`config.mk`:
```
export PLATFORM = sky130hd
export DESIGN_NAME = stream_router_flat
export DESIGN_NICKNAME = d
export VERILOG_FILES = /design/src/rtl/stream_router_pkg.sv /design/src/rtl/stream_router_if.sv /design/src/rtl/stream_router_table.sv /design/src/rtl/stream_router.sv /design/src/flat_wrapper.sv
export SDC_FILE = /design/constraint.sdc
export NUM_CORES = 1
export LEC_CHECK = 0
export CELL_PAD_IN_SITES_DETAIL_PLACEMENT = 1
export CELL_PAD_IN_SITES_GLOBAL_PLACEMENT = 1
export CORE_ASPECT_RATIO = 1.2
export CORE_MARGIN = 2
export CORE_UTILIZATION = 42
export DETAILED_ROUTE_END_ITERATION = 12
export PLACE_DENSITY_LB_ADDON = 0.1
export SETUP_SLACK_MARGIN = 0.1
export SYNTH_ARGS = -nofsm -noshare
export SYNTH_HDL_FRONTEND = slang
export SYNTH_SLANG_ARGS = --single-unit
```
`constraint.sdc`:
```
create_clock -name clk_in -period 4 [get_ports clk_in]
set_clock_uncertainty 0.1 [all_clocks]
set_input_delay 0.8 -clock clk_in [delete_from_list [all_inputs] [get_ports clk_in]]
set_output_delay 0.8 -clock clk_in [all_outputs]
set_load 0.01 [all_outputs]
```
`src/rtl/stream_router_pkg.sv`:
```
// rtl/stream_router_pkg.sv - shared types and defaults for the stream router
// Purpose: commit FSM state enum, route-entry layout, default parameter values.
// Build option: STREAM_ROUTER_HOLD_EN (consumed in rtl/stream_router.sv).
package stream_router_pkg;

   localparam int DEF_W_CHAN     = 16;
   localparam int DEF_W_SEL      = 4;
   localparam int DEF_N_IN       = 8;
   localparam int DEF_N_OUT      = 8;
   localparam int DEF_COMMIT_TMO = 64;
   localparam bit DEF_ACTV_INIT  = 1'b1;

   typedef enum logic {
      ST_IDLE  = 1'b0,
      ST_ARMED = 1'b1
   } commit_state_t;

   // Route entry layout at default width: active bit above the source select.
   typedef struct packed {
      logic                 active;
      logic [DEF_W_SEL-1:0] src;
   } route_entry_t;

   // Packed width of one {active, src} entry for a given select width.
   function automatic int entry_w(input int w_sel);
      return w_sel + 1;
   endfunction

endpackage

```
`src/rtl/stream_router_if.sv`:
```
// rtl/stream_router_if.sv - data and configuration bundle of the stream router
// Purpose: groups the routed data streams, configuration strobes and status pulses.
// Ports (router view, modport slave):
//   in : data_packed_in, data_valid_in, cfg_src_in, cfg_dest_in, cfg_active_in,
//        cfg_write_in, cfg_commit_in
//   out: data_packed_out, data_valid_out, commit_done_out, cfg_err_out
// Modport master is the driving side (source of data and configuration).
interface stream_router_if #(
   parameter int W_CHAN = 16,
   parameter int W_SEL  = 4,
   parameter int N_IN   = 8,
   parameter int N_OUT  = 8
);
   logic [W_CHAN*N_IN-1:0]  data_packed_in;
   logic [N_IN-1:0]         data_valid_in;
   logic [W_SEL-1:0]        cfg_src_in;
   logic [W_SEL-1:0]        cfg_dest_in;
   logic                    cfg_active_in;
   logic                    cfg_write_in;
   logic                    cfg_commit_in;
   logic [W_CHAN*N_OUT-1:0] data_packed_out;
   logic [N_OUT-1:0]        data_valid_out;
   logic                    commit_done_out;
   logic                    cfg_err_out;

   modport slave (
      input  data_packed_in, data_valid_in, cfg_src_in, cfg_dest_in,
             cfg_active_in, cfg_write_in, cfg_commit_in,
      output data_packed_out, data_valid_out, commit_done_out, cfg_err_out
   );

   modport master (
      output data_packed_in, data_valid_in, cfg_src_in, cfg_dest_in,
             cfg_active_in, cfg_write_in, cfg_commit_in,
      input  data_packed_out, data_valid_out, commit_done_out, cfg_err_out
   );
endinterface

```
`src/rtl/stream_router_table.sv`:
```
// rtl/stream_router_table.sv - shadow/active route tables and commit FSM
// Purpose: decodes configuration writes into the shadow table, rejects
//   out-of-range destinations, and copies shadow to active on a quiet cycle
//   or after COMMIT_TMO cycles of waiting.
// Ports:
//   clk_in, rst_in      clock, synchronous active-high reset
//   i_quiet             no input strobe asserted this cycle
//   i_cfg_*             entry write and commit request strobes
//   o_active_packed     active table, entry k at [k*EW +: EW], EW = W_SEL+1
//   o_commit_done       pulse one cycle after the active table updates
//   o_cfg_err           pulse one cycle after a rejected write
module stream_router_table
   import stream_router_pkg::*;
#(
   parameter int W_SEL      = DEF_W_SEL,
   parameter int N_OUT      = DEF_N_OUT,
   parameter bit ACTV_INIT  = DEF_ACTV_INIT,
   parameter int COMMIT_TMO = DEF_COMMIT_TMO
) (
   input  logic                            clk_in,
   input  logic                            rst_in,
   input  logic                            i_quiet,
   input  logic [W_SEL-1:0]                i_cfg_src,
   input  logic [W_SEL-1:0]                i_cfg_dest,
   input  logic                            i_cfg_active,
   input  logic                            i_cfg_write,
   input  logic                            i_cfg_commit,
   output logic [N_OUT*entry_w(W_SEL)-1:0] o_active_packed,
   output logic                            o_commit_done,
   output logic                            o_cfg_err
);
   localparam int EW = entry_w(W_SEL);
   localparam int CW = (COMMIT_TMO > 2) ? $clog2(COMMIT_TMO) : 1;
   localparam logic [EW-1:0] RST_ENTRY = {ACTV_INIT, {W_SEL{1'b0}}};

   logic [EW-1:0]  r_shadow [N_OUT];
   logic [EW-1:0]  r_active [N_OUT];
   logic [EW-1:0]  w_shadow_nxt [N_OUT];
   commit_state_t  r_state, w_state_nxt;
   logic [CW-1:0]  r_cnt, w_cnt_nxt;
   logic           w_commit;
   logic           w_dest_ok;
   logic           r_commit_d;

   assign w_dest_ok = ({1'b0, i_cfg_dest} < EW'(N_OUT));

   // The write is folded in ahead of the commit copy, so a same-cycle write
   // is part of the committed table.
   always_comb begin
      for (int k = 0; k < N_OUT; k++) begin
         w_shadow_nxt[k] = r_shadow[k];
         if (i_cfg_write && w_dest_ok && (i_cfg_dest == W_SEL'(k)))
            w_shadow_nxt[k] = {i_cfg_active, i_cfg_src};
      end
   end

   always_comb begin
      w_state_nxt = r_state;
      w_cnt_nxt   = r_cnt;
      w_commit    = 1'b0;
      case (r_state)
         ST_IDLE: begin
            if (i_cfg_commit) begin
               w_cnt_nxt = '0;
               if (i_quiet) w_commit = 1'b1;
               else         w_state_nxt = ST_ARMED;
            end
         end
         ST_ARMED: begin
            // Further commit requests while armed are ignored.
            if (i_quiet || (r_cnt == CW'(COMMIT_TMO - 1))) begin
               w_commit    = 1'b1;
               w_state_nxt = ST_IDLE;
               w_cnt_nxt   = '0;
            end else begin
               w_cnt_nxt = r_cnt + 1'b1;
            end
         end
         default: w_state_nxt = ST_IDLE;
      endcase
   end

   always_ff @(posedge clk_in) begin
      if (rst_in) begin
         r_state       <= ST_IDLE;
         r_cnt         <= '0;
         r_commit_d    <= 1'b0;
         o_commit_done <= 1'b0;
         o_cfg_err     <= 1'b0;
         for (int k = 0; k < N_OUT; k++) begin
            r_shadow[k] <= RST_ENTRY;
            r_active[k] <= RST_ENTRY;
         end
      end else begin
         r_state       <= w_state_nxt;
         r_cnt         <= w_cnt_nxt;
         r_commit_d    <= w_commit;
         o_commit_done <= r_commit_d;
         o_cfg_err     <= i_cfg_write & ~w_dest_ok;
         for (int k = 0; k < N_OUT; k++) begin
            r_shadow[k] <= w_shadow_nxt[k];
            if (w_commit) r_active[k] <= w_shadow_nxt[k];
         end
      end
   end

   always_comb begin
      for (int k = 0; k < N_OUT; k++)
         o_active_packed[k*EW +: EW] = r_active[k];
   end

endmodule

```
`src/rtl/stream_router.sv`:
```
// rtl/stream_router.sv - registered N_IN to N_OUT channel router
// Purpose: each output selects one input channel through the committed route
//   table, registered one cycle after the input, or is switched off.
// Ports:
//   clk_in   system clock, rising edge
//   rst_in   synchronous active-high reset
//   bus      stream_router_if.slave: input channels/strobes, configuration,
//            routed outputs/strobes, commit_done_out and cfg_err_out pulses
// Build option: STREAM_ROUTER_HOLD_EN - when defined an inactive output holds
//   its last data word instead of driving 0; valid is 0 either way.
module stream_router
   import stream_router_pkg::*;
#(
   parameter int W_CHAN     = DEF_W_CHAN,
   parameter int W_SEL      = DEF_W_SEL,
   parameter int N_IN       = DEF_N_IN,
   parameter int N_OUT      = DEF_N_OUT,
   parameter bit ACTV_INIT  = DEF_ACTV_INIT,
   parameter int COMMIT_TMO = DEF_COMMIT_TMO
) (
   input  logic           clk_in,
   input  logic           rst_in,
   stream_router_if.slave bus
);
   localparam int EW = entry_w(W_SEL);

   logic [N_OUT*EW-1:0] w_active_packed;
   logic                w_quiet;

   assign w_quiet = (bus.data_valid_in == '0);

   stream_router_table #(
      .W_SEL      (W_SEL),
      .N_OUT      (N_OUT),
      .ACTV_INIT  (ACTV_INIT),
      .COMMIT_TMO (COMMIT_TMO)
   ) u_table (
      .clk_in          (clk_in),
      .rst_in          (rst_in),
      .i_quiet         (w_quiet),
      .i_cfg_src       (bus.cfg_src_in),
      .i_cfg_dest      (bus.cfg_dest_in),
      .i_cfg_active    (bus.cfg_active_in),
      .i_cfg_write     (bus.cfg_write_in),
      .i_cfg_commit    (bus.cfg_commit_in),
      .o_active_packed (w_active_packed),
      .o_commit_done   (bus.commit_done_out),
      .o_cfg_err       (bus.cfg_err_out)
   );

   for (genvar k = 0; k < N_OUT; k++) begin : g_out
      logic [W_SEL-1:0]  w_src;
      logic              w_act;
      logic              w_on;
      logic [W_CHAN-1:0] w_sel_data;
      logic              w_sel_valid;
      logic [W_CHAN-1:0] r_data;
      logic              r_valid;

      assign w_src = w_active_packed[k*EW +: W_SEL];
      assign w_act = w_active_packed[k*EW + W_SEL];
      // A source select past the last input is treated as switched off.
      assign w_on  = w_act & ({1'b0, w_src} < EW'(N_IN));

      always_comb begin
         w_sel_data  = '0;
         w_sel_valid = 1'b0;
         for (int i = 0; i < N_IN; i++) begin
            if (w_src == W_SEL'(i)) begin
               w_sel_data  = bus.data_packed_in[i*W_CHAN +: W_CHAN];
               w_sel_valid = bus.data_valid_in[i];
            end
         end
      end

      always_ff @(posedge clk_in) begin
         if (rst_in) begin
            r_data  <= '0;
            r_valid <= 1'b0;
         end else begin
            r_valid <= w_on & w_sel_valid;
            if (w_on) r_data <= w_sel_data;
`ifdef STREAM_ROUTER_HOLD_EN
            else      r_data <= r_data;
`else
            else      r_data <= '0;
`endif
         end
      end

      assign bus.data_packed_out[k*W_CHAN +: W_CHAN] = r_data;
      assign bus.data_valid_out[k]                    = r_valid;
   end

endmodule

```
`src/flat_wrapper.sv`:
```
// flat-port wrapper written by rule: the top's interface ports become plain ports
module stream_router_flat import stream_router_pkg::*;
#(
   parameter int W_CHAN     = DEF_W_CHAN,
   parameter int W_SEL      = DEF_W_SEL,
   parameter int N_IN       = DEF_N_IN,
   parameter int N_OUT      = DEF_N_OUT,
   parameter bit ACTV_INIT  = DEF_ACTV_INIT,
   parameter int COMMIT_TMO = DEF_COMMIT_TMO
)
  (clk_in, rst_in, bus_data_packed_in, bus_data_valid_in, bus_cfg_src_in, bus_cfg_dest_in, bus_cfg_active_in, bus_cfg_write_in, bus_cfg_commit_in, bus_data_packed_out, bus_data_valid_out, bus_commit_done_out, bus_cfg_err_out);
  stream_router_if #(.W_CHAN(W_CHAN), .W_SEL(W_SEL), .N_IN(N_IN), .N_OUT(N_OUT)) bus_i ();
  input  logic clk_in;
  input  logic rst_in;
  input wire logic [$bits(bus_i.data_packed_in)-1:0] bus_data_packed_in;
  input wire logic [$bits(bus_i.data_valid_in)-1:0] bus_data_valid_in;
  input wire logic [$bits(bus_i.cfg_src_in)-1:0] bus_cfg_src_in;
  input wire logic [$bits(bus_i.cfg_dest_in)-1:0] bus_cfg_dest_in;
  input wire logic [$bits(bus_i.cfg_active_in)-1:0] bus_cfg_active_in;
  input wire logic [$bits(bus_i.cfg_write_in)-1:0] bus_cfg_write_in;
  input wire logic [$bits(bus_i.cfg_commit_in)-1:0] bus_cfg_commit_in;
  output wire logic [$bits(bus_i.data_packed_out)-1:0] bus_data_packed_out;
  output wire logic [$bits(bus_i.data_valid_out)-1:0] bus_data_valid_out;
  output wire logic [$bits(bus_i.commit_done_out)-1:0] bus_commit_done_out;
  output wire logic [$bits(bus_i.cfg_err_out)-1:0] bus_cfg_err_out;
  assign bus_i.data_packed_in = bus_data_packed_in;
  assign bus_i.data_valid_in = bus_data_valid_in;
  assign bus_i.cfg_src_in = bus_cfg_src_in;
  assign bus_i.cfg_dest_in = bus_cfg_dest_in;
  assign bus_i.cfg_active_in = bus_cfg_active_in;
  assign bus_i.cfg_write_in = bus_cfg_write_in;
  assign bus_i.cfg_commit_in = bus_cfg_commit_in;
  assign bus_data_packed_out = bus_i.data_packed_out;
  assign bus_data_valid_out = bus_i.data_valid_out;
  assign bus_commit_done_out = bus_i.commit_done_out;
  assign bus_cfg_err_out = bus_i.cfg_err_out;
  stream_router #(.W_CHAN(W_CHAN), .W_SEL(W_SEL), .N_IN(N_IN), .N_OUT(N_OUT), .ACTV_INIT(ACTV_INIT), .COMMIT_TMO(COMMIT_TMO)) u_core (.clk_in(clk_in), .rst_in(rst_in), .bus(bus_i));
endmodule
```
Yosys cells after proc, flatten, opt, wreduce, memory -nomap -nowiden
Memory sizes are Yosys's and may differ from the RTL's.
Index checks and enable logic that the tools add are counted.

word-level totals
  flip-flop bits (word level) = 146
  bits in latches = 0
  RAM bits = 80
  ROM bits = 0
  bits of input ports = 149
  output and inout bits = 138
  word-level logic and storage cells = 338
  memories = 2

operators by class
  $add $sub $neg = 1
  multipliers = 0
  div/mod/pow operators = 0
  order comparisons = 9
  eq/ne operators = 65
  shift operators = 0
  muxes and demuxes = 169
  bitwise logic cells = 43
  reduce and logical (&&, ||, !) cells = 28

memories
  name                     words  width  rd ports  clocked after memory_dff  write ports  line                       source
  u_core.u_table.r_active  8      5      8         0                         8            stream_router_table.sv:37  logic [EW-1:0] r_active [N_OUT];
  u_core.u_table.r_shadow  8      5      8         0                         8            stream_router_table.sv:36  logic [EW-1:0] r_shadow [N_OUT];

operators with widths
  kind                                               count
  2-to-1 mux 16 bit                                  64
  == test 4 x 3 -> 1 bit, second input constant      36
  2-to-1 mux 5 bit                                   24
  2-to-1 mux 1 bit                                   76
  == test 4 x 2 -> 1 bit, second input constant      18
  == test 4 x 1 -> 1 bit, second input constant      9
  zero test 4 bit                                    9
  less-than comparator 4 bit, second input constant  9
  bitwise AND 1 bit                                  17
  bitwise OR 1 bit                                   16
  OR reduction 2 bit                                 8
  2-to-1 mux 6 bit                                   2
  one-hot mux 6 bit (2 select lines)                 1
  inverter 1 bit                                     10
  logical AND 1 bit                                  9
  zero test 8 bit                                    1
  adder 6 x 1 -> 6 bit, second input constant        1
  == test 6 bit, second input constant               1
  one-hot mux 1 bit (2 select lines)                 2
  != test 2 bit, second input constant               1
  logical OR 1 bit                                   1

Longest topological paths before layout
Gate-level depths: netlist of run 1.

  depth after elaboration = 10
  depth in mapped cells = 7
  depth with buffers taken out = 4

Hierarchy
A second synthesis of run 1 with hierarchy kept.

second synthesis, totals
  cells, all modules = 1717
  area, all modules = 17107.7 µm²

modules (own cells, without submodules)
  module               times used  cells each  area an instance (µm²)  seq. area each (µm²)
  stream_router        1           1388        13523.0                 2722.6
  stream_router_table  1           329         3584.7                  2202.1

Least setup slack after synthesis of run 1
No wires, ideal clock.

  kind = in2reg
  start point = in bus_data_valid_in[6]
  end point = mem u_core.u_table.r_active[0][0] in the netlist's numbering (enable)
  library setup time = 0.404 ns
  data arrival time = 2.593 ns
  required time = 3.496 ns
  path slack = 0.903 ns
  stages = 6
  path buffers = 2
  cell sequence = clkbuf_1 -> nor4_4 -> nand2_1 -> a21o_1 -> buf_6 -> nand2b_1

RTL lines
  element          line                       source
  start, declared  flat_wrapper.sv:16         input wire logic [$bits(bus_i.data_valid_in)-1:0] bus_data_valid_in;
  end, declared    stream_router_table.sv:37

==> tab_implementation.tex, run 1 <==
\begin{tabular}{lr}
\hline
Metric & Value \\
\hline
\multicolumn{2}{l}{\textbf{Hold path}} \\
\quad Instance count along the most critical hold path & 1 \\
\quad Min-Delay Startpoint & u\_core.u\_table.r\_cnt[5] \\
\quad Hold WC Path Type & reg -> reg \\
\quad Hold-critical path endpoint & u\_core.u\_table.r\_cnt[5] \\
\multicolumn{2}{l}{\textbf{Clock tree}} \\
\quad Clock Root Buffer & clkbuf\_16 \\
\quad Clk Latency, worst-skew pair & between 0.5 and 0.6 ns \\
\quad Count of clock tree sinks & $\sim$230 \\
\quad Cts hold-fix bufs & 0 \\
\quad Number of buffers created by CTS & 25 \\
\quad Post CTS Setup Buffer Count & 0 \\
\quad Post-cts sizing count & 0 \\
\quad TritonCTS clock tree & yes \\
\quad Post-CTS clock slew at the launch and capture registers of the worst setup and hold paths & $\sim$0.060 ns \\
\quad Number of H-tree branching levels & 1 \\
\quad Number of buffers between clock root and the deepest sink & 3 \\
\multicolumn{2}{l}{\textbf{Floorplan}} \\
\quad Initial core utilization & 0.424 \\
\quad Die width & roughly 180 um \\
\quad \# IOs & between 200 and 300 \\
\quad Placement row count & 77 \\
\quad Core Box Area & approximately 0.037 mm2 \\
\quad Full die area & between 0.03 and 0.04 mm2 \\
\quad Die Y-Extent & approximately 210 um \\
\multicolumn{2}{l}{\textbf{Power}} \\
\quad Switching fraction of total power & 0.294 \\
\quad Share of power burned in combinational logic & 0.234 \\
\quad Share of total power in sequential cells & 0.389 \\
\quad Power density normalized to cell area & roughly 330 mW/mm2 \\
\quad Leak Pwr & between 6 and 7 nW \\
\quad Cell internal pwr & around 0.0046 W \\
\quad Fraction of power consumed by the clock network & 0.378 \\
\quad Tot Pwr & 0.00645 W \\
\quad P\_sw & between 0.0015 and 0.002 W \\
\quad Largest vdd supply drop & $\sim$0.00039 V \\
\multicolumn{2}{l}{\textbf{Global routing}} \\
\quad Global router's overall resource usage & 0.385 \\
\quad GR Overflow Total & 0 \\
\quad Antenna violations before repair & 6 \\
\quad Largest net degree at the start of global routing & 42 \\
\quad First-pass GRT wire length & 110 mm \\
\quad Vias in the first global route & between 15000 and 20000 \\
\multicolumn{2}{l}{\textbf{Timing}} \\
\quad Total negative slack for setup checks & 0 ns \\
\quad Number of max-slew violations in the final report & 0 \\
\quad Period utilisation layout & 0.753 \\
\quad Min Clock Period, post-route & 3.01 ns \\
\quad Worst-margin pin slew & about 1.3 ns \\
\quad Worst slew margin relative to its limit & 0.124 \\
\quad RSZ-0062 raised after global routing & false \\
\quad Setup violation total in the final timing report & 0 \\
\quad Post-route worst hold slack & roughly 0.37 ns \\
\quad Final Hold Vio Count & 0 \\
\quad Max Clock Freq & 332 MHz \\
\multicolumn{2}{l}{\textbf{Routing}} \\
\quad Post-DR vias/cell & 7.08 \\
\quad Remaining antenna violation count after routing & 0 \\
\quad WL final & around 76 mm \\
\quad Number of vias in the routed layout & about 16000 \\
\quad Count of routing violations after the opening detailed-route iteration & about 1700 \\
\quad TritonRoute pass-1 iters & 5 \\
\quad Drt wl/cell & 34.3 um \\
\quad DRC violations left & 0 \\
\multicolumn{2}{l}{\textbf{Logic synthesis}} \\
\quad Sequential-to-total area share from yosys stat & 0.317 \\
\quad FF+latch count, synth & around 230 \\
\quad Mean Syn Cell Area & around 10 um2 \\
\quad Number of unique standard cell types used by synthesis & 60 \\
\quad Cell type contributing the most total cell area after synthesis & dfxtp\_1 \\
\quad Most common cell in the netlist & nor2\_1 \\
\quad Netlist area before placement & about 0.016 mm2 \\
\quad Number of enable flip-flop cells after synthesis & 40 \\
\quad Warnings from Yosys & 0 \\
\quad Synth Flop Type & dfxtp\_1 \\
\quad Share of flip-flops with an asynchronous set or reset after synthesis & 0 \\
\quad Instance count of the mapped netlist & 1500 \\
\quad Area share of the largest cell type after synthesis & 0.240 \\
\quad Net count after synthesis & 1650 \\
\quad Top cells by count, synth & nor2\_1, dfxtp\_1, mux4\_2, mux2i\_1, clkbuf\_1 \\
\quad Leading post-synthesis cells by cell area & dfxtp\_1, mux4\_2, edfxtp\_1 \\
\multicolumn{2}{l}{\textbf{Placement}} \\
\quad Routability congestion estimate & 0.958 \\
\quad DP HPWL & 53.3 mm \\
\quad Count of port buffers added during placement & about 290 \\
\quad Number of placed cells counting well taps & $\sim$2200 \\
\multicolumn{2}{l}{\textbf{Setup path}} \\
\quad Launch instance of the worst register-to-register path & u\_core.u\_table.r\_active[0][17] \\
\quad CP Data Required Time & 4.28 ns \\
\quad Endpoint type of the worst setup path & flop \\
\quad Worst path arrival time & 3.29 ns \\
\quad Worst setup path category & reg -> reg \\
\quad Register-to-register setup slack & between 0.9 and 1 ns \\
\quad Reg2reg end & u\_core.g\_out[3].r\_data[3] \\
\quad Length in cells of the worst reg-to-reg path & 4 \\
\quad CP Max Fanout & 13 \\
\quad Startpoint type of the worst setup path & flop \\
\multicolumn{2}{l}{\textbf{Status}} \\
\quad Status & completed \\
\multicolumn{2}{l}{\textbf{Cells and area}} \\
\quad Filler instances & roughly 4000 \\
\quad Number of nets in the finished design & 1868 \\
\quad Share of cells above drive strength 1 & 0.194 \\
\quad Post-Layout Cell Count & 2213 \\
\quad Synthesis-to-finish area growth & 26.5\% \\
\multicolumn{2}{l}{\textbf{Job}} \\
\quad Max cap viols & 0 \\
\hline
\end{tabular}
## worst max-delay path by stage
stage                              startpoint                             end  slack [ns]
2_1_floorplan            bus_data_valid_in[6]   u_core.u_table.r_active[0][0]        0.90
3_3_place_gp             bus_data_valid_in[5]  u_core.u_table.r_active[1][18]        0.58
3_5_place_dp             bus_data_valid_in[5]  u_core.u_table.r_active[1][18]        0.51
4_1_cts                  bus_data_valid_in[5]  u_core.u_table.r_active[1][16]        1.08
5_1_grt                  bus_data_valid_in[5]  u_core.u_table.r_active[1][16]        0.92
6_report       u_core.u_table.r_active[0][17]       u_core.g_out[3].r_data[3]        0.99
## per-stage QoR
stage / instance area, um2 / util / worst slack, ns
3_3_place_gp: 18800 / 0.512 / 0.580
4_1_cts: 19600 / 0.536 / 1.08
5_1_grt: 19600 / 0.536 / 0.922
2_1_floorplan: 15500 / - / 0.903
3_5_place_dp: 18800 / 0.512 / 0.513
6_report: 19600 / 0.536 / 0.987
## registers in the layout, summed over array words and instances (netlist names)
register / flops
u_core.g_out.r_data: 128
u_core.g_out.r_valid: 8
u_core.u_table.o_cfg_err: 1
u_core.u_table.o_commit_done: 1
u_core.u_table.r_active: 40
u_core.u_table.r_cnt: 6
u_core.u_table.r_commit_d: 1
u_core.u_table.r_shadow: 40
u_core.u_table.r_state: 1
## placed cells by master (no fill, tap or decap), types with 31 or more instances in the layout
cell type / instances
o21ai_0: 42
nor2_1: 200
o22ai_1: 60
edfxtp_1: 40
dfxtp_1: 186
nor3_1: 64
mux2_2: 44
nand2_1: 65
clkdlybuf4s50_1: 285
mux4_2: 162
mux2i_1: 113
nor2b_1: 31
buf_4: 70
a21oi_1: 61
## cell type report
type	count	area, um2	area share
well taps	474	593	0.0302
flip-flops and latches	226	4920	0.251
clock buffers	31	698	0.0356
diodes	5	12.5	0.000638
inverters	12	45.0	0.00230
repair buffers	359	3440	0.175
clock inverters	12	154	0.00784
multi-input cells	1094	9750	0.497
## power by group through the flow
stage,Clock [W],Combinational [W],Sequential [W]
final,0.00244,0.00151,0.00251
after floorplan,0,0.000717,0.00254
after CTS,0.00247,0.00147,0.00250
after global placement,0,0.00144,0.00255
after global routing,0.00255,0.00156,0.00251
after detailed placement,0,0.00146,0.00255
## layer usage
| metal | up-vias | track usage | part of all wire |
|---|---|---|---|
| met3 | 374 | 0.0837 | 0.097 |
| met4 | 2 | 0.307 | 0.096 |
| met5 | - | 0 | 0.00017 |
| met1 | 7800 | 0.443 | 0.35 |
| li1 | 6277 | - | - |
| met2 | 1219 | 0.618 | 0.46 |
## kinds of logic after synthesis
logic type,count (synthesis),synth area share
simple gates,447,0.140
compound gates,326,0.147
mux,319,0.340
flops,226,0.317
buf+inv,180,0.0544
xor+xnor,1,0.000565
fa+ha+maj,1,0.000806
## critical path, stage by stage (launching register included)
cell	delay [ns]
edfxtp_1	0.39
inv_1	0.49
or3_1	0.89
o22ai_1	0.15
nor3_1	0.81
Power figures use the tool's default switching activity.
==> run 2: changes to the inputs <==
--- a/config.mk
+++ b/config.mk
@@ -9,7 +9,7 @@
 export CELL_PAD_IN_SITES_GLOBAL_PLACEMENT = 1
 export CORE_ASPECT_RATIO = 1.2
 export CORE_MARGIN = 2
-export CORE_UTILIZATION = 42
+export CORE_UTILIZATION = 38
 export DETAILED_ROUTE_END_ITERATION = 12
 export PLACE_DENSITY_LB_ADDON = 0.1
 export SETUP_SLACK_MARGIN = 0.1
==> constraint.sdc (replaced) <==
create_clock -name clk_in -period 2.5 [get_ports clk_in]
set_clock_uncertainty 0.1 [all_clocks]
set_input_delay 0.5 -clock clk_in [delete_from_list [all_inputs] [get_ports clk_in]]
set_output_delay 0.5 -clock clk_in [all_outputs]
set_load 0.01 [all_outputs]
==> run 2 against run 1 <==
Register-to-register slack worse by 0.85 ns. Flip-flop and latch count unchanged. Clock power up 57%. Utilization down 1.9 points. First-iteration DRC count up 2.2%. Largest cell class unchanged.
==> tab_implementation.tex, run 2 (synthesis results as in run 1) <==
\begin{tabular}{lr}
\hline
Metric & Value \\
\hline
\multicolumn{2}{l}{\textbf{Status}} \\
\quad Status & completed \\
\multicolumn{2}{l}{\textbf{Clock tree}} \\
\quad Count of clock tree sinks & $\sim$230 \\
\quad Post-CTS clock slew at the launch and capture registers of the worst setup and hold paths & 0.06 ns \\
\quad Number of buffers between clock root and the deepest sink & 3 \\
\quad Cts hold-fix bufs & 0 \\
\quad Number of buffers created by CTS & 25 \\
\quad Clk Latency, worst-skew pair & approximately 0.58 ns \\
\quad Number of H-tree branching levels & 1 \\
\quad TritonCTS clock tree & yes \\
\quad Clock Root Buffer & clkbuf\_16 \\
\multicolumn{2}{l}{\textbf{Timing}} \\
\quad Worst-margin pin slew & between 0.9 and 1 ns \\
\quad Worst slew margin relative to its limit & 0.385 \\
\quad Number of max-slew violations in the final report & 0 \\
\quad Total negative slack for setup checks & 0 ns \\
\quad Period utilisation layout & 0.947 \\
\quad RSZ-0062 raised after global routing & false \\
\quad Min Clock Period, post-route & 2.37 ns \\
\quad Max Clock Freq & 423 MHz \\
\quad Setup violation total in the final timing report & 0 \\
\quad Least setup slack across all paths after layout & about 0.13 ns \\
\quad Final Hold Vio Count & 0 \\
\multicolumn{2}{l}{\textbf{Floorplan}} \\
\quad Core Box Area & about 0.04 mm2 \\
\quad Die Y-Extent & about 230 um \\
\quad \# IOs & roughly 290 \\
\quad Full die area & 0.0425 mm2 \\
\quad Placement row count & 81 \\
\quad Die width & between 150 and 200 um \\
\quad Initial core utilization & 0.383 \\
\multicolumn{2}{l}{\textbf{Placement}} \\
\quad Post-placement worst setup slack & -0.260 ns \\
\quad Cell area after placement & roughly 0.020 mm2 \\
\quad Routability congestion estimate & 0.951 \\
\quad Count of port buffers added during placement & 286 \\
\quad DP HPWL & roughly 59 mm \\
\multicolumn{2}{l}{\textbf{Setup path}} \\
\quad Startpoint type of the worst setup path & flop \\
\quad Worst path arrival time & 2.79 ns \\
\quad Worst setup path category & reg -> reg \\
\quad CP Max Fanout & 16 \\
\quad CP Data Required Time & 2.92 ns \\
\quad Endpoint type of the worst setup path & flop \\
\quad Register-to-register setup slack & between 0.1 and 0.15 ns \\
\multicolumn{2}{l}{\textbf{Routing}} \\
\quad Drt wl/cell & between 30 and 40 um \\
\quad Count of routing violations after the opening detailed-route iteration & approximately 1800 \\
\quad Post-DR vias/cell & 6.64 \\
\quad DRC violations left & 0 \\
\quad Number of vias in the routed layout & 16000 \\
\quad TritonRoute pass-1 iters & 5 \\
\quad Remaining antenna violation count after routing & 0 \\
\quad WL final & a little over 80 mm \\
\multicolumn{2}{l}{\textbf{Global routing}} \\
\quad Largest net degree at the start of global routing & 55 \\
\quad Vias in the first global route & between 15000 and 20000 \\
\quad Global router's overall resource usage & 0.376 \\
\quad First-pass GRT wire length & around 120 mm \\
\quad Antenna violations before repair & 1 \\
\quad GR Overflow Total & 0 \\
\multicolumn{2}{l}{\textbf{Cells and area}} \\
\quad Diodes inserted & 0 \\
\quad Final design instance area without fill & around 0.021 mm2 \\
\quad Commonest non-fill, non-tap cells in the layout & clkdlybuf4s50\_1, nor2\_1, buf\_4 \\
\quad Number of nets in the finished design & 2009 \\
\quad Biggest register & u\_core.g\_out.r\_data \\
\quad Final Util & 0.517 \\
\quad Registers with the highest flip-flop counts & u\_core.g\_out.r\_data (128), u\_core.u\_table.r\_active (40), u\_core.u\_table.r\_shadow (40) \\
\quad Most common cell after layout, fill and taps aside & clkdlybuf4s50\_1 \\
\quad Flip-flop count of the largest register after layout & 128 \\
\quad Share of cells above drive strength 1 & 0.253 \\
\quad Filler instances & 4406 \\
\quad Synthesis-to-finish area growth & 35.1\% \\
\multicolumn{2}{l}{\textbf{Power}} \\
\quad Leak Pwr & 7.58 nW \\
\quad Largest vdd supply drop & 0.000578 V \\
\quad Tot Pwr & approximately 0.010 W \\
\quad Power density normalized to cell area & 501 mW/mm2 \\
\multicolumn{2}{l}{\textbf{Hold path}} \\
\quad Hold WC Path Type & in -> reg \\
\multicolumn{2}{l}{\textbf{Job}} \\
\quad Max cap viols & 0 \\
\hline
\end{tabular}
run 2: cell count changes in the layout (fill, tap and decap cells not counted), moves of 4 or more:
cell / before / now
clkinv_2: 6 / 1
buf_4: 70 / 194
buf_12: 3 / 20
clkbuf_1: 1 / 5
diode_2: 5 / 0
run 2: worst max-delay path, stage by stage (launching register included):
cell and delay (ns):
edfxtp_1 0.69, buf_4 0.37, mux4_2 0.24, nor2_1 0.04
a2111oi_0 0.64, buf_4 0.21
run 2: power breakdown:
part,switching (W),total [W],internal [W]
Sequential,0.000102,0.00397,0.00387
Combinational,0.00141,0.00270,0.00129
Clock,0.00162,0.00383,0.00222
Total,0.00313,0.0105,0.00737
run 2: what timing repair did:
| item | CTS | global route |
|---|---|---|
| buffers inserted | 0 | 0 |
| gates resized for setup | 0 | 1 |
| setup endpoints to repair | 0 | 1 |
run 2: stage by stage:
| step | hold WS (ns) | std cells |
|---|---|---|
| 3_5_place_dp | 0.338 | 2371 |
| 2_1_floorplan | 0.314 | 1500 |
| 4_1_cts | 0.212 | 2415 |
| 6_report | 0.235 | 2415 |
| 5_1_grt | 0.264 | 2415 |
| 3_3_place_gp | 0.349 | 2371 |
run 2: worst paths after layout:
path | start | endpoint | cells past startpoint
max | u_core.u_table.r_active[0][1] | u_core.g_out[0].r_data[0] | 5
min | rst_in | u_core.u_table.o_cfg_err | 2
max reg2reg | u_core.u_table.r_active[0][1] | u_core.g_out[0].r_data[0] | 5
min reg2reg | u_core.u_table.r_commit_d | u_core.u_table.o_commit_done | 1
run 2: cell type report:
type	count	area, um2	area share
Inverter	12	45.0	0.00215
Clock buffer	38	766	0.0365
Clock inverter	6	75.1	0.00358
Timing Repair Buffer	500	4710	0.225
Sequential cell	226	4920	0.235
Multi-Input combinational cell	1094	9760	0.466
Tap cell	539	674	0.0322
run 2: per-layer routing:
| layer | up-vias | GRT usage | wire length [um] |
|---|---|---|---|
| li1 | 6547 | - | - |
| met1 | 8105 | 0.434 | 28700 |
| met2 | 1081 | 0.639 | 39100 |
| met3 | 291 | 0.0606 | 6770 |
| met4 | 2 | 0.263 | 6720 |
| met5 | - | 0 | 10 |
==> run 3: changes to the inputs <==
--- a/config.mk
+++ b/config.mk
@@ -11,7 +11,7 @@
 export CORE_MARGIN = 2
 export CORE_UTILIZATION = 38
 export DETAILED_ROUTE_END_ITERATION = 12
-export PLACE_DENSITY_LB_ADDON = 0.1
+export PLACE_DENSITY_LB_ADDON = 0.2
 export SETUP_SLACK_MARGIN = 0.1
 export SYNTH_ARGS = -nofsm -noshare
 export SYNTH_HDL_FRONTEND = slang
==> run 3 against run 2 <==
Utilization shrank 0.24 points. Clock-buffer cell count decreased by 3. Setup slack got worse by 0.0044 ns. Wire length shrank 3.3%. Critical endpoint is now u_core.g_out[4].r_data[5].
==> tab_implementation.tex, run 3 (synthesis results as in run 1) <==
\begin{tabular}{lr}
\hline
Metric & Value \\
\hline
\multicolumn{2}{l}{\textbf{Status}} \\
\quad Status & completed \\
\multicolumn{2}{l}{\textbf{Setup path}} \\
\quad Crit path cell chain & buf\_4 > or3b\_1 > buf\_4 > o221ai\_1 > nor3\_1 \\
\quad Length in cells of the worst reg-to-reg path & 5 \\
\quad Worst setup path category & reg -> reg \\
\quad Endpoint type of the worst setup path & flop \\
\quad Capture point of the critical path & u\_core.g\_out[4].r\_data[5] \\
\quad Worst path arrival time & between 2 and 3 ns \\
\quad CP Data Required Time & about 2.8 ns \\
\quad Register-to-register setup slack & approximately 0.13 ns \\
\quad Maximum single-stage delay on the critical path & between 0.6 and 0.7 ns \\
\quad Start point of the critical path & u\_core.u\_table.r\_active[1][2] \\
\quad Cell with the most instances on the worst path & buf\_4 \\
\quad Cell with the largest stage delay on the worst path & edfxtp\_1 \\
\quad CP Max Fanout & 9 \\
\quad Reg2reg end & u\_core.g\_out[4].r\_data[5] \\
\quad Startpoint type of the worst setup path & flop \\
\quad Launch instance of the worst register-to-register path & u\_core.u\_table.r\_active[1][2] \\
\multicolumn{2}{l}{\textbf{Power}} \\
\quad Fraction of power consumed by the clock network & 0.360 \\
\quad Largest vdd supply drop & around 0.00043 V \\
\quad Share of power burned in combinational logic & 0.255 \\
\quad Switching fraction of total power & 0.302 \\
\quad P\_sw & between 0.003 and 0.004 W \\
\quad Cell internal pwr & 0.00721 W \\
\quad Leak Pwr & around 7.5 nW \\
\quad Share of total power in sequential cells & 0.385 \\
\quad Power density normalized to cell area & around 500 mW/mm2 \\
\multicolumn{2}{l}{\textbf{Floorplan}} \\
\quad \# IOs & $\sim$290 \\
\quad Die Y-Extent & approximately 230 um \\
\quad Full die area & about 0.042 mm2 \\
\quad Die width & roughly 190 um \\
\quad Initial core utilization & 0.383 \\
\quad Placement row count & slightly above 80 \\
\quad Core Box Area & between 0.04 and 0.05 mm2 \\
\multicolumn{2}{l}{\textbf{Cells and area}} \\
\quad Commonest non-fill, non-tap cells in the layout & clkdlybuf4s50\_1, nor2\_1, buf\_4 \\
\quad Biggest register & u\_core.g\_out.r\_data \\
\quad Final design instance area without fill & $\sim$0.021 mm2 \\
\quad Synthesis-to-finish area growth & 34.4\% \\
\quad Flip-flop count of the largest register after layout & 128 \\
\quad Post-Layout Cell Count & around 2400 \\
\quad Most common cell after layout, fill and taps aside & clkdlybuf4s50\_1 \\
\quad Number of nets in the finished design & 2010 \\
\quad Share of cells above drive strength 1 & 0.251 \\
\quad Registers with the highest flip-flop counts & u\_core.g\_out.r\_data (128), u\_core.u\_table.r\_active (40), u\_core.u\_table.r\_shadow (40) \\
\multicolumn{2}{l}{\textbf{Placement}} \\
\quad Count of port buffers added during placement & roughly 290 \\
\quad Routability congestion estimate & around 0.97 \\
\quad DP HPWL & about 58 mm \\
\quad Number of placed cells counting well taps & roughly 2400 \\
\quad Cell area after placement & approximately 0.020 mm2 \\
\multicolumn{2}{l}{\textbf{Timing}} \\
\quad RSZ-0062 raised after global routing & false \\
\quad Post-route worst hold slack & 0.226 ns \\
\quad Period utilisation layout & 0.948 \\
\quad Worst slew margin relative to its limit & 0.397 \\
\quad Final Hold Vio Count & 0 \\
\quad Setup violation total in the final timing report & 0 \\
\quad Number of max-slew violations in the final report & 0 \\
\quad Max Clock Freq & between 400 and 500 MHz \\
\quad Total negative slack for setup checks & 0 ns \\
\quad Worst-margin pin slew & roughly 0.9 ns \\
\quad Min Clock Period, post-route & approximately 2.4 ns \\
\multicolumn{2}{l}{\textbf{Hold path}} \\
\quad Hold WC Path Type & in -> reg \\
\quad Instance count along the most critical hold path & 2 \\
\multicolumn{2}{l}{\textbf{Global routing}} \\
\quad GR Overflow Total & 0 \\
\quad Global router's overall resource usage & 0.363 \\
\quad First-pass GRT wire length & between 100 and 150 mm \\
\quad Vias in the first global route & around 17000 \\
\quad Largest net degree at the start of global routing & 57 \\
\quad Antenna violations before repair & 3 \\
\multicolumn{2}{l}{\textbf{Routing}} \\
\quad DRC violations left & 0 \\
\quad Number of vias in the routed layout & 16000 \\
\quad Count of routing violations after the opening detailed-route iteration & $\sim$1600 \\
\quad TritonRoute pass-1 iters & 5 \\
\quad Remaining antenna violation count after routing & 0 \\
\quad Post-DR vias/cell & between 6 and 7 \\
\quad WL final & about 80 mm \\
\quad Drt wl/cell & $\sim$32 um \\
\multicolumn{2}{l}{\textbf{Clock tree}} \\
\quad Clock Root Buffer & clkbuf\_16 \\
\quad Post-CTS clock slew at the launch and capture registers of the worst setup and hold paths & 0.06 ns \\
\quad Clk Latency, worst-skew pair & between 0.5 and 0.6 ns \\
\quad TritonCTS clock tree & yes \\
\quad Cts hold-fix bufs & 0 \\
\quad Post CTS Setup Buffer Count & 0 \\
\quad Number of H-tree branching levels & 1 \\
\quad Number of buffers created by CTS & 26 \\
\quad Number of buffers between clock root and the deepest sink & 3 \\
\quad Count of clock tree sinks & around 230 \\
\multicolumn{2}{l}{\textbf{Job}} \\
\quad Max cap viols & 0 \\
\hline
\end{tabular}
==> run 3: changes by cell type in the layout (fill, tap and decap cells not counted), moves of 2 or more <==
cell      delta
clkinv_2     +2
clkinv_1     +4
buf_12       -6
clkbuf_1     +2
clkbuf_8     -5
buf_4        +6
==> run 3: timing repair <==
| item | CTS | global route |
|---|---|---|
| resized for setup | 2 | 1 |
| cloned | 0 | 0 |
| pin swaps | 0 | 0 |
| endpoints found under the setup margin | 10 | 1 |
==> run 3: final cells by class <==
| type | count | area, um2 |
|---|---|---|
| diodes | 1 | 2.50 |
| multi-input cells | 1094 | 9760 |
| inverters | 12 | 45.0 |
| clock inverters | 13 | 104 |
| repair buffers | 500 | 4640 |
| clock buffers | 35 | 704 |
| well taps | 539 | 674 |
| flip-flops and latches | 226 | 4920 |
| fillers | 4458 | 19700 |
==> run 3: power by group through the flow <==
stage / Combinational [W] / Sequential [W] / Clock, W
after floorplan: 0.00115 / 0.00406 / 0
after global placement: 0.00252 / 0.00405 / 0
after detailed placement: 0.00257 / 0.00405 / 0
after CTS: 0.00259 / 0.00398 / 0.00378
after global routing: 0.00274 / 0.00399 / 0.00391
final: 0.00263 / 0.00398 / 0.00372
==> run 3: through the flow <==
step	power, W	utilization	worst slack (ns)
after floorplan	0.00521	-	0.153
after CTS	0.0103	0.514	0.127
after detailed placement	0.00663	0.494	-0.282
after global routing	0.0106	0.514	0.166
final	0.0103	0.515	0.129
after global placement	0.00657	0.494	-0.166
==> run 3: worst min path at each step <==
stage / start / endpoint / slack, ns
after floorplan: u_core.u_table.r_commit_d / u_core.u_table.o_commit_done / 0.31
after global placement: u_core.u_table.r_commit_d / u_core.u_table.o_commit_done / 0.34
after detailed placement: u_core.u_table.r_commit_d / u_core.u_table.o_commit_done / 0.34
after CTS: rst_in / u_core.u_table.r_shadow[1][14] / 0.19
after global routing: rst_in / u_core.u_table.r_shadow[1][14] / 0.23
final: rst_in / u_core.u_table.r_shadow[1][14] / 0.23
==> run 3: worst max-delay path, delay by kind of cell, from the launching register on <==
family          cells  cell delay (ns)
buf+inv             2             0.51
simple gates        2             0.86
compound gates      1             0.12
flops               1             0.62
==> run 3: metal layers <==
| metal | up-vias | wire length, um | GRT usage | share of wire |
|---|---|---|---|---|
| li1 | 6554 | - | - | - |
| met1 | 8035 | 27900 | 0.419 | 0.36 |
| met2 | 1091 | 37500 | 0.609 | 0.48 |
| met3 | 296 | 6420 | 0.0606 | 0.082 |
| met4 | 4 | 6660 | 0.263 | 0.085 |
| met5 | - | 24 | 0 | 0.00031 |
